==> config.mk <==
export PLATFORM = sky130hd
export DESIGN_NAME = res_station_pool
export DESIGN_NICKNAME = d
export VERILOG_FILES = /design/src/rtl/res_station_pool_pkg.sv /design/src/rtl/res_station_pool_entry.sv /design/src/rtl/res_station_pool.sv
export SDC_FILE = /design/constraint.sdc
export NUM_CORES = 1
export LEC_CHECK = 0
export CAP_MARGIN = 5
export CORE_MARGIN = 1
export CORE_UTILIZATION = 59
export DETAILED_ROUTE_END_ITERATION = 6
export HOLD_SLACK_MARGIN = 0.02
export PLACE_DENSITY_LB_ADDON = 0.12
export SLEW_MARGIN = 20
export SYNTH_ARGS = -nofsm -noshare
export SYNTH_HDL_FRONTEND = slang
export SYNTH_SLANG_ARGS = --single-unit
export TNS_END_PERCENT = 5
==> constraint.sdc <==
create_clock -name Clock -period 6.02 [get_ports Clock]
set_clock_uncertainty 0.05 [all_clocks]
set_input_delay 1.204 -clock Clock [delete_from_list [all_inputs] [get_ports Clock]]
set_output_delay 1.204 -clock Clock [all_outputs]
set_load 0.1 [all_outputs]
==> src/rtl/res_station_pool_pkg.sv <==
// Shared definitions for the reservation-station pool: entry state encoding,
// the "no producer" tag value and the unknown-operand fill pattern.
package res_station_pool_pkg;

  typedef enum logic [1:0] {
    RS_FREE  = 2'd0,
    RS_WAIT  = 2'd1,
    RS_READY = 2'd2,
    RS_EXEC  = 2'd3
  } rs_state_t;

  localparam int TAG_NONE = 0;

  // Sign-extended 16'hFFF0; modules slice the low DATA_W bits.
  localparam logic [63:0] V_UNKNOWN_EXT = 64'hFFFF_FFFF_FFFF_FFF0;

endpackage

==> src/rtl/res_station_pool_entry.sv <==
// rs_entry: one reservation slot; loads on issue, snoops the CDB for operands,
// reaches READY one cycle after its last operand arrives, frees on its own tag.
module rs_entry
  import res_station_pool_pkg::*;
#(
  parameter int              DATA_W = 16,
  parameter int              TAG_W  = 3,
  parameter int              OP_W   = 3,
  parameter int              IMM_W  = 7,
  parameter logic [TAG_W-1:0] MY_TAG = '0
) (
  input  logic              Clock,
  input  logic              Reset,
  input  logic              load,
  input  logic [OP_W-1:0]   load_op,
  input  logic [IMM_W-1:0]  load_imm,
  input  logic [DATA_W-1:0] load_vj,
  input  logic [DATA_W-1:0] load_vk,
  input  logic [TAG_W-1:0]  load_qj,
  input  logic [TAG_W-1:0]  load_qk,
  input  logic              dispatch,
  input  logic              Cdb_valid,
  input  logic [TAG_W-1:0]  Cdb_tag,
  input  logic [DATA_W-1:0] Cdb_data,
  output logic              is_free,
  output logic              is_ready,
  output logic              is_busy,
  output logic [OP_W-1:0]   op,
  output logic [IMM_W-1:0]  imm,
  output logic [DATA_W-1:0] vj,
  output logic [DATA_W-1:0] vk
);

  localparam logic [DATA_W-1:0] V_UNKNOWN = V_UNKNOWN_EXT[DATA_W-1:0];
  localparam logic [TAG_W-1:0]  Q_NONE    = TAG_W'(TAG_NONE);

  rs_state_t state_q, state_d;
  logic [OP_W-1:0]   op_q;
  logic [IMM_W-1:0]  imm_q;
  logic [DATA_W-1:0] vj_q, vk_q;
  logic [TAG_W-1:0]  qj_q, qk_q;
  logic              qj_hit, qk_hit, own_done;

  assign qj_hit   = Cdb_valid && (qj_q != Q_NONE) && (Cdb_tag == qj_q);
  assign qk_hit   = Cdb_valid && (qk_q != Q_NONE) && (Cdb_tag == qk_q);
  assign own_done = Cdb_valid && (Cdb_tag == MY_TAG);

  always_ff @(posedge Clock) begin
    if (Reset) state_q <= RS_FREE;
    else       state_q <= state_d;
  end

  // WAIT looks at the registered Q fields, so wakeup lands a cycle after capture.
  always_comb begin
    state_d = state_q;
    case (state_q)
      RS_FREE:  if (load) state_d = (load_qj == Q_NONE && load_qk == Q_NONE) ? RS_READY : RS_WAIT;
      RS_WAIT:  if (qj_q == Q_NONE && qk_q == Q_NONE) state_d = RS_READY;
      RS_READY: if (dispatch) state_d = RS_EXEC;
      RS_EXEC:  if (own_done) state_d = RS_FREE;
      default:  state_d = RS_FREE;
    endcase
  end

  always_comb begin
    is_free  = (state_q == RS_FREE);
    is_ready = (state_q == RS_READY);
    is_busy  = (state_q != RS_FREE);
  end

  always_ff @(posedge Clock) begin
    if (Reset) begin
      op_q  <= '0;
      imm_q <= '0;
      vj_q  <= V_UNKNOWN;
      vk_q  <= V_UNKNOWN;
      qj_q  <= Q_NONE;
      qk_q  <= Q_NONE;
    end else if (load && state_q == RS_FREE) begin
      op_q  <= load_op;
      imm_q <= load_imm;
      vj_q  <= (load_qj == Q_NONE) ? load_vj : V_UNKNOWN;
      vk_q  <= (load_qk == Q_NONE) ? load_vk : V_UNKNOWN;
      qj_q  <= load_qj;
      qk_q  <= load_qk;
    end else if (state_q == RS_WAIT) begin
      if (qj_hit) begin
        vj_q <= Cdb_data;
        qj_q <= Q_NONE;
      end
      if (qk_hit) begin
        vk_q <= Cdb_data;
        qk_q <= Q_NONE;
      end
    end
  end

  assign op  = op_q;
  assign imm = imm_q;
  assign vj  = vj_q;
  assign vk  = vk_q;

endmodule

==> src/rtl/res_station_pool.sv <==
// Reservation-station pool: lowest-free allocation, lowest-READY dispatch, combinational handshakes.
// RS_CDB_BYPASS_EN forwards a same-cycle CDB result into the issuing entry; otherwise issue stalls on it.
module res_station_pool
  import res_station_pool_pkg::*;
#(
  parameter int ENTRIES  = 3,
  parameter int DATA_W   = 16,
  parameter int TAG_W    = 3,
  parameter int OP_W     = 3,
  parameter int IMM_W    = 7,
  parameter int BASE_TAG = 1
) (
  input  logic               Clock,
  input  logic               Reset,
  input  logic               Issue_valid,
  output logic               Issue_ready,
  input  logic [OP_W-1:0]    Issue_op,
  input  logic [IMM_W-1:0]   Issue_imm,
  input  logic [DATA_W-1:0]  Issue_vj,
  input  logic [DATA_W-1:0]  Issue_vk,
  input  logic [TAG_W-1:0]   Issue_qj,
  input  logic [TAG_W-1:0]   Issue_qk,
  output logic [TAG_W-1:0]   Issue_tag,
  input  logic               Cdb_valid,
  input  logic [TAG_W-1:0]   Cdb_tag,
  input  logic [DATA_W-1:0]  Cdb_data,
  output logic               Fu_valid,
  input  logic               Fu_ready,
  output logic [OP_W-1:0]    Fu_op,
  output logic [DATA_W-1:0]  Fu_vj,
  output logic [DATA_W-1:0]  Fu_vk,
  output logic [IMM_W-1:0]   Fu_imm,
  output logic [TAG_W-1:0]   Fu_tag,
  output logic [ENTRIES-1:0] Busy_vec
);

  localparam int          IDX_W  = (ENTRIES > 1) ? $clog2(ENTRIES) : 1;
  localparam logic [TAG_W-1:0] Q_NONE = TAG_W'(TAG_NONE);

  logic [ENTRIES-1:0] free_vec, ready_vec, load_vec, disp_vec;
  logic [OP_W-1:0]    op_a  [ENTRIES];
  logic [IMM_W-1:0]   imm_a [ENTRIES];
  logic [DATA_W-1:0]  vj_a  [ENTRIES];
  logic [DATA_W-1:0]  vk_a  [ENTRIES];

  logic               alloc_found, disp_found, stall, issue_fire;
  logic [IDX_W-1:0]   alloc_idx, disp_idx;
  logic [DATA_W-1:0]  ld_vj, ld_vk;
  logic [TAG_W-1:0]   ld_qj, ld_qk;

`ifdef RS_CDB_BYPASS_EN
  logic fwd_j, fwd_k;
  assign fwd_j = Cdb_valid && (Issue_qj != Q_NONE) && (Cdb_tag == Issue_qj);
  assign fwd_k = Cdb_valid && (Issue_qk != Q_NONE) && (Cdb_tag == Issue_qk);
  assign ld_vj = fwd_j ? Cdb_data : Issue_vj;
  assign ld_vk = fwd_k ? Cdb_data : Issue_vk;
  assign ld_qj = fwd_j ? Q_NONE : Issue_qj;
  assign ld_qk = fwd_k ? Q_NONE : Issue_qk;
  assign stall = 1'b0;
`else
  // Without forwarding, an operand broadcast this cycle would be missed by the new entry.
  assign ld_vj = Issue_vj;
  assign ld_vk = Issue_vk;
  assign ld_qj = Issue_qj;
  assign ld_qk = Issue_qk;
  assign stall = Cdb_valid && (((Issue_qj != Q_NONE) && (Cdb_tag == Issue_qj)) ||
                               ((Issue_qk != Q_NONE) && (Cdb_tag == Issue_qk)));
`endif

  // Downward scans so the lowest matching index is the last one written.
  always_comb begin
    alloc_found = 1'b0;
    alloc_idx   = '0;
    disp_found  = 1'b0;
    disp_idx    = '0;
    Fu_op       = '0;
    Fu_imm      = '0;
    Fu_vj       = '0;
    Fu_vk       = '0;
    Fu_tag      = '0;
    for (int i = ENTRIES - 1; i >= 0; i--) begin
      if (free_vec[i]) begin
        alloc_found = 1'b1;
        alloc_idx   = IDX_W'(i);
      end
      if (ready_vec[i]) begin
        disp_found = 1'b1;
        disp_idx   = IDX_W'(i);
        Fu_op      = op_a[i];
        Fu_imm     = imm_a[i];
        Fu_vj      = vj_a[i];
        Fu_vk      = vk_a[i];
        Fu_tag     = TAG_W'(BASE_TAG + i);
      end
    end
  end

  assign Issue_ready = alloc_found && !Reset && !stall;
  assign Issue_tag   = TAG_W'(BASE_TAG) + TAG_W'(alloc_idx);
  assign issue_fire  = Issue_valid && Issue_ready;
  assign Fu_valid    = disp_found && !Reset;

  for (genvar g = 0; g < ENTRIES; g++) begin : g_ent
    assign load_vec[g] = issue_fire && (alloc_idx == IDX_W'(g));
    assign disp_vec[g] = Fu_valid && Fu_ready && (disp_idx == IDX_W'(g));

    rs_entry #(
      .DATA_W (DATA_W),
      .TAG_W  (TAG_W),
      .OP_W   (OP_W),
      .IMM_W  (IMM_W),
      .MY_TAG (TAG_W'(BASE_TAG + g))
    ) u_ent (
      .Clock    (Clock),
      .Reset    (Reset),
      .load     (load_vec[g]),
      .load_op  (Issue_op),
      .load_imm (Issue_imm),
      .load_vj  (ld_vj),
      .load_vk  (ld_vk),
      .load_qj  (ld_qj),
      .load_qk  (ld_qk),
      .dispatch (disp_vec[g]),
      .Cdb_valid(Cdb_valid),
      .Cdb_tag  (Cdb_tag),
      .Cdb_data (Cdb_data),
      .is_free  (free_vec[g]),
      .is_ready (ready_vec[g]),
      .is_busy  (Busy_vec[g]),
      .op       (op_a[g]),
      .imm      (imm_a[g]),
      .vj       (vj_a[g]),
      .vk       (vk_a[g])
    );
  end

endmodule

# == Word-level counts from Yosys, hierarchy flattened ==
# Cells that the tools add are included.
# totals
ramBits,0
rom_bits,0
out_inout_bits,53
register_bits,150
memories,0
wordCells,220
latch_bits,0
# op_classes
reduce_logical,81
order_cmp,0
multipliers,0
add_sub_neg,1
div,0
n_eq_ne,36
muxes,81
bitwise,0
shifts,0
# ops
op,n
$mux 16,26
$mux 3,23
$mux 2,20
$logic_and 1x1->1,36
$eq 3x3->1,8
$logic_not 3->1,8
$ne 2x1->1 const B,12
$pmux 2 s4,3
$reduce_bool 2->1,12
$reduce_bool 3->1,8
$mux 7,3
$eq 2x2->1 const B,8
$reduce_and 2->1,6
$reduce_and 4->1,3
$eq 2x1->1 const B,5
$logic_not 2->1,5
$eq 3x2->1 const B,2
$mux 1,6
$add 1x2->3 const A,1
$eq 3x1->1 const B,1
$logic_not 1->1,2
$logic_or 1x1->1,1

# == Logic depth before layout (Yosys ltp) ==
# Gate-level depths: netlist (run 1).
# logic_depth
ltp_word,11
ltp_mapped,14
depth_no_buf,10

# == Cells and area by module ==
# Synthesis (run 1) repeated with hierarchy kept, for this count alone.
# unflattened
hier_cells,1092
area_unflattened_um2,8657.1
# modules_own_cells
module,cells_per_inst,area_per_inst_um2,instances,seq_area_each_um2
rs_entry (g_ent[0].u_ent ...),303,2439.8,2,1001.0
rs_entry (g_ent[2].u_ent),303,2432.3,1,1001.0
res_station_pool,183,1345.0,1,0.0

# == Worst setup path before layout (run 1) ==
# No wires, ideal clock.
# synth_path
path_kind,input to output
startpoint,input port Cdb_tag[2]
endpoint,output port Issue_ready
path_stages,5
arrival_time_ns,4.229
path_slack_ns,0.537
path_cell_list,buf_4 -> o21ba_4 -> o2111ai_4 -> o22ai_1 -> a211oi_1
# synth_via
elab_chain_cells,6
elab_cells_between_ends,8
# synth_rtl
item,line_no,rtl
from (decl),res_station_pool.sv:25,"input logic [TAG_W-1:0] Cdb_tag,"
$eq 3x3->1 (on tied branches),"res_station_pool.sv:66, res_station_pool.sv:67",
$logic_and 1x1->1 (on tied branches),"res_station_pool.sv:66, res_station_pool.sv:67",
$logic_or 1x1->1 (*),res_station_pool.sv:66,assign stall = Cdb_valid && (((Issue_qj != Q_NONE) && (Cdb_tag == Issue_qj)) ||
$logic_and 1x1->1 (*),res_station_pool.sv:66,
$logic_not 1->1 (*),res_station_pool.sv:98,assign Issue_ready = alloc_found && !Reset && !stall;
$logic_and 1x1->1 (*),res_station_pool.sv:98,
to (decl),res_station_pool.sv:16,"output logic Issue_ready,"
# Mark *: on every way between the ends. The rest lies on a longest branch, timed or not.

# == Worst setup path after layout (run 1) ==
# layout_path
startpoint,input port Cdb_tag[1]
endpoint,output port Issue_ready
# The elaborated chain is that of the path after synthesis.

==> qor.yml, run 1 <==
clock_tree:
  htree_num_levels: 4
  cts_setup_buffers: 0
  clkLatencyLatePin_ns: 0.42
  cts_sinks: 150
  tritoncts: "built"
  clk_pin_slew_ns: 0.06
  cts-root-buf: "clkbuf_16"
  cts-hold-fix-buffers: 0
  cts_max_path_buffers: 2
  cts_made_buffers: 17
  cts_resized: 0
finish:
  layout.nets: 1270
  layout_commonest_cell: "dfxtp_1"
  layout-drive-gt1-share: 0.122
  area_growth_pct: 17.2
  diodes: 0
  layout.cells.most_common_list: "dfxtp_1 (150), nand2_1 (100), o21ai_0 (93)"
  finalNonFillerCells: 1381
pwr:
  total_power_mw: 3.86
  p_leak_nw: 3.83
  switching_share: 0.437
  cellPowerDensity_nw_per_um2: 361
  vdd_ir_drop_max_mv: 0.339
  p_sw_mw: 1.68
  intPower_mw: 2.17
  clkPwrFrac: 0.289
  pwr-share-comb: 0.410
  p_seq_frac: 0.301
yosys:
  syn_inst: 1133
  synth-edff-count: 0
  ys_seq_elements: 150
  syn_area_um2: 9120
  syn_nets: 1222
  avgSynthCellArea_um2: 8.05
  ys_types: 63
  synth_top_area_cell: "dfxtp_1"
  async_flop_share: 0
  synth_top_flop_cell: "dfxtp_1"
  synth_top_area_frac: 0.329
  ys_warn_count: 0
  netlist_top_cells_area: "dfxtp_1 (33%), o21ai_0 (5.1%), a21oi_1 (5.0%)"
  yosysSeqAreaShare: 0.329
sta:
  slew_headroom: 0.269
  finalSetupViolCount: 0
  timing.final.ws_setup_ns: 1.44
  slew_viol_final: 0
  setup_tns_ns: 0
  final-hold-violation-count: 0
  period_share: 0.761
  final.min_clock_period_ns: 4.58
  max_slew.worst_pin.slew_ns: 1.09
  rsz0062_at_grt: "no"
  fmax_ghz: 0.218
  holdWs_ns: 0.421
route:
  wl_per_cell_um: 22.1
  postRouteAntennaNets: 0
  route.detailed.drc: 1
  num_vias: 9501
  wirelength_um: 30500
  drtIter0Drc: 1207
  via_per_inst: 6.88
  first_pass_iters: 7
setup_path:
  cp_max_fo: 14
  crit_arrival_ns: 3.33
  cp-end-kind: "output port"
  path_cells: "clkdlybuf4s50_1, buf_4, xnor2_2, o2111ai_4, o22ai_1, a211oi_1, buf_4"
  path_class: "in -> out"
  crit_required_ns: 4.77
  path_common_cell: "buf_4"
  cp_slowest_stage_delay_ns: 0.88
  slowest_stage: "clkdlybuf4s50_1"
  start_kind: "input port"
placement:
  numPortBuffers: 123
  placedCellCount: 1350
  pre_cts_slack_ns: 1.47
  place_congestion: 0.933
  hpwl_um: 19000
grt:
  grt_pass1_vias: 8833
  grt_usage: 0.383
  grt.overflow.total: 0
  grt_antenna_before_repair: 0
  grt_pass1_wl_um: 48000
  grt_max_degree: 64
floorplan:
  num_rows: 45
  pin_count: 125
  die_x_um: 126
  core_um2: 15100
  dieArea_um2: 16000
  dieHeight_um: 126
  start_util: 0.602
min_path:
  hp-class: "reg -> reg"
outcome:
  violations: "DRC"
  outcome: "finished, violations left"
job:
  maxCapViolCount: 0
==> metal layers <==
| metal | GRT usage | share of wire | vias up |
|---|---|---|---|
| met1 | 0.514 | 0.41 | 4513 |
| met5 | 0 | 0 | - |
| met3 | 0.0801 | 0.11 | 87 |
| met4 | 0.144 | 0.027 | 0 |
| met2 | 0.604 | 0.46 | 593 |
| li1 | - | - | 4308 |
==> registers in the layout (all words and copies together) (netlist names) <==
register             cells
g_ent.u_ent.vj          48
g_ent.u_ent.vk          48
g_ent.u_ent.qk_q         9
g_ent.u_ent.qj_q         9
g_ent.u_ent.op           9
g_ent.u_ent.imm         21
g_ent.u_ent.state_q      6
==> area by class of cell <==
cell class                 count  area [um^2]
clock buffer                  22          484
clock inverter                 9          124
fill                        1270         4450
inverter                      16         60.1
multi-input combinational    845         5470
sequential                   150         3000
tap                          188          235
timing repair buffer         151         1320
==> power by group through the flow <==
stage | clock, mW | sequential [mW] | combinational, mW
after floorplan | 0 | 1.16 | 1.16
after global placement | 0 | 1.18 | 1.53
after detailed placement | 0 | 1.18 | 1.54
after CTS | 1.11 | 1.16 | 1.55
after global routing | 1.15 | 1.17 | 1.65
final | 1.11 | 1.16 | 1.58
==> synthesized netlist by cell type, types with 4 or more instances <==
cell	count
nor3_1	63
dfxtp_1	150
and2_1	14
o211ai_1	9
or3_1	5
o21ai_0	93
o21bai_1	4
a31oi_1	8
buf_4	14
a21boi_0	48
and3_1	48
nand3_1	52
mux2i_1	35
clkbuf_1	71
xor2_1	8
buf_1	8
nor2_1	18
buf_2	18
a221oi_1	38
ha_1	17
a21oi_1	91
a21boi_1	8
nor4_1	14
o21ai_1	44
inv_1	13
nand2_1	100
nor2b_1	8
a22oi_1	24
buf_6	10
o221ai_1	8
nand2b_1	16
a311oi_1	16
a221oi_2	12
==> cell families (layout without fill, tap and decap cells) <==
family,after synthesis,after routing,synth area share
AOI/OAI and AO/OA,427,427,0.320
xor gates and xnor gates,14,14,0.0159
adders and majority gates,17,17,0.0233
buffers and inverters,138,198,0.0734
DFF,150,150,0.329
muxes,38,38,0.0421
other,1,1,0.000411
and+or+nand+nor,348,348,0.196
==> worst paths after layout <==
path | start | end | slack, ns | cells past startpoint
setup / recovery | Cdb_tag[1] | Issue_ready | 1.44 | 7
hold / removal | g_ent[2].u_ent.op[1]$_SDFFE_PP0P_ | g_ent[2].u_ent.op[1]$_SDFFE_PP0P_ | 0.42 | 2
setup reg to reg | g_ent[0].u_ent.state_q[1]$_SDFFE_PP0P_ | g_ent[2].u_ent.vk[1]$_SDFFE_PP0P_ | 2.48 | 10
hold reg to reg | g_ent[2].u_ent.op[1]$_SDFFE_PP0P_ | g_ent[2].u_ent.op[1]$_SDFFE_PP0P_ | 0.42 | 2
==> stage by stage <==
stage           util  cell area [um^2]
2_1_floorplan      -              9120
3_3_place_gp   0.666             10100
3_5_place_dp   0.666             10100
5_1_grt        0.706             10700
6_report       0.706             10700
4_1_cts        0.706             10700
==> worst max-delay path: cells and delay by family <==
kind            cells  cell delay [ns]
compound gates      3             0.53
xor+xnor            1             0.10
buf+inv             3             1.49
(Power assumes the default switching activity.)
==> inputs of run 2 (changes only) <==
Settings changed: CORE_UTILIZATION 59 to 56.
Clock period 6.02 ns to 4.6 ns, I/O delays scaled along.
==> run 2 against run 1 <==
  * The run now ends clean
  * Global-route usage is 1.8 points lower
  * Register-to-register slack worse by 1.0 ns
  * Sequential share of layout area is 0.18 points lower
  * Flip-flop and latch count stayed put
  * Power is 27% higher
  * Die area is 5.3% higher
  * Critical endpoint unchanged
==> qor.yml, run 2 (synthesized netlist as in run 1, its figures left out) <==
sta:
  final-hold-violation-count: 0
  period_share: 0.846
  slew_viol_final: 0
  slew_headroom: 0.268
  fmax_ghz: 0.257
  finalSetupViolCount: 0
  setup_tns_ns: 0
  max_slew.worst_pin.slew_ns: 1.09
  rsz0062_at_grt: "no"
  final.min_clock_period_ns: 3.89
route:
  via_per_inst: 6.67
  first_pass_iters: 6
  wl_per_cell_um: 21.5
  drtIter0Drc: 1215
  route.detailed.drc: 0
  postRouteAntennaNets: 0
  wirelength_um: 30400
  num_vias: 9445
setup_path:
  crit_arrival_ns: 2.92
  start_kind: "input port"
  critical_path_buf_inv_count: 2
  cp_slowest_stage_delay_ns: 0.90
  cp_max_fo: 12
  cp-end-kind: "output port"
  critPathTopFamily: "buffers and inverters"
  path_cells: "clkdlybuf4s50_1, nand2b_1, o2111ai_4, o22ai_1, a211oi_2, buf_12"
  crit_required_ns: 3.63
  path_class: "in -> out"
  slowest_stage: "clkdlybuf4s50_1"
clock_tree:
  cts-root-buf: "clkbuf_16"
  htree_num_levels: 4
  clkLatencyLatePin_ns: 0.42
  clk_pin_slew_ns: 0.06
  cts-hold-fix-buffers: 0
  cts_sinks: 150
  tritoncts: "built"
  cts_max_path_buffers: 2
  cts_setup_buffers: 0
  cts_resized: 0
  cts_made_buffers: 17
grt:
  grt_usage: 0.365
  grt_pass1_vias: 8740
  grt_pass1_wl_um: 47400
  grt.overflow.total: 0
  grt_max_degree: 56
  grt_antenna_before_repair: 0
placement:
  placedCellCount: 1385
  hpwl_um: 19300
  place_congestion: 0.870
  numPortBuffers: 123
min_path:
  hp-class: "reg -> reg"
pwr:
  cellPowerDensity_nw_per_um2: 456
  p_leak_nw: 3.87
  vdd_ir_drop_max_mv: 0.452
finish:
  multi_input_area_um2: 5470
  area_growth_pct: 18.0
  seqCellArea_um2: 3000
  diodes: 0
  layout_commonest_cell: "dfxtp_1"
  final_util: 0.678
  layout.cells.most_common_list: "dfxtp_1 (150), nand2_1 (100), o21ai_0 (93)"
  finalNonFillerCells: 1415
  layout-drive-gt1-share: 0.130
  fillers: 1428
  layout.nets: 1277
floorplan:
  dieArea_um2: 16800
  dieHeight_um: 130
  num_rows: 46
  die_x_um: 130
  core_um2: 15900
  pin_count: 125
  start_util: 0.574
outcome:
  outcome: "finished clean"
job:
  maxCapViolCount: 0
==> run 2: final timing paths <==
kind	startpoint	end	slack, ns	cells after the start
worst max-delay path	Cdb_tag[0]	Issue_ready	0.71	6
worst min-delay path	g_ent[2].u_ent.imm[5]$_SDFFE_PP0P_	g_ent[2].u_ent.imm[5]$_SDFFE_PP0P_	0.42	2
worst min register to register	g_ent[2].u_ent.imm[5]$_SDFFE_PP0P_	g_ent[2].u_ent.imm[5]$_SDFFE_PP0P_	0.42	2
worst max register to register	g_ent[0].u_ent.state_q[0]$_SDFFE_PP0P_	g_ent[1].u_ent.qk_q[0]$_SDFFE_PP0P_	1.45	11
==> run 2: power breakdown <==
group / switching [mW] / total [mW] / internal (mW)
clock: 0.549 / 1.27 / 0.721
combinational: 1.57 / 2.12 / 0.546
sequential: 0.0838 / 1.52 / 1.44
total: 2.20 / 4.91 / 2.70
==> run 2: metrics by stage <==
step	instance area [um^2]	hold slack, ns	worst slack, ns	total power [mW]
floorplan	9130	0.399	0.304	3.04
global placement	10200	0.409	0.670	3.59
detailed placement	10200	0.412	0.597	3.61
CTS	10800	0.420	0.683	4.86
global route	10800	0.438	0.626	5.07
finish	10800	0.422	0.707	4.91
==> run 2: worst reg2reg max path, delay by kind of cell, from the launching register on <==
kind                     cells  cell delay, ns
buffers and inverters        4            0.74
AND/OR/NAND/NOR              2            0.36
AO/OA/AOI/OAI                3            1.14
flip-flops                   1            0.39
adder cells (fa/ha/maj)      2            0.37
==> run 2: per-layer routing <==
layer / track usage / routed length (um) / vias to the layer above
met5: 0 / 0 / -
met4: 0.142 / 847 / 0
met3: 0.0884 / 3560 / 73
met2: 0.558 / 13600 / 600
met1: 0.494 / 12400 / 4452
li1: - / - / 4320
==> run 2: cell type report <==
type / count / share of cell area
sequential: 150 / 0.279
clock inverter: 9 / 0.00512
clock buffer: 21 / 0.0437
inverter: 16 / 0.00558
timing repair buffer: 158 / 0.133
tap: 216 / 0.0251
multi-input combinational: 845 / 0.508
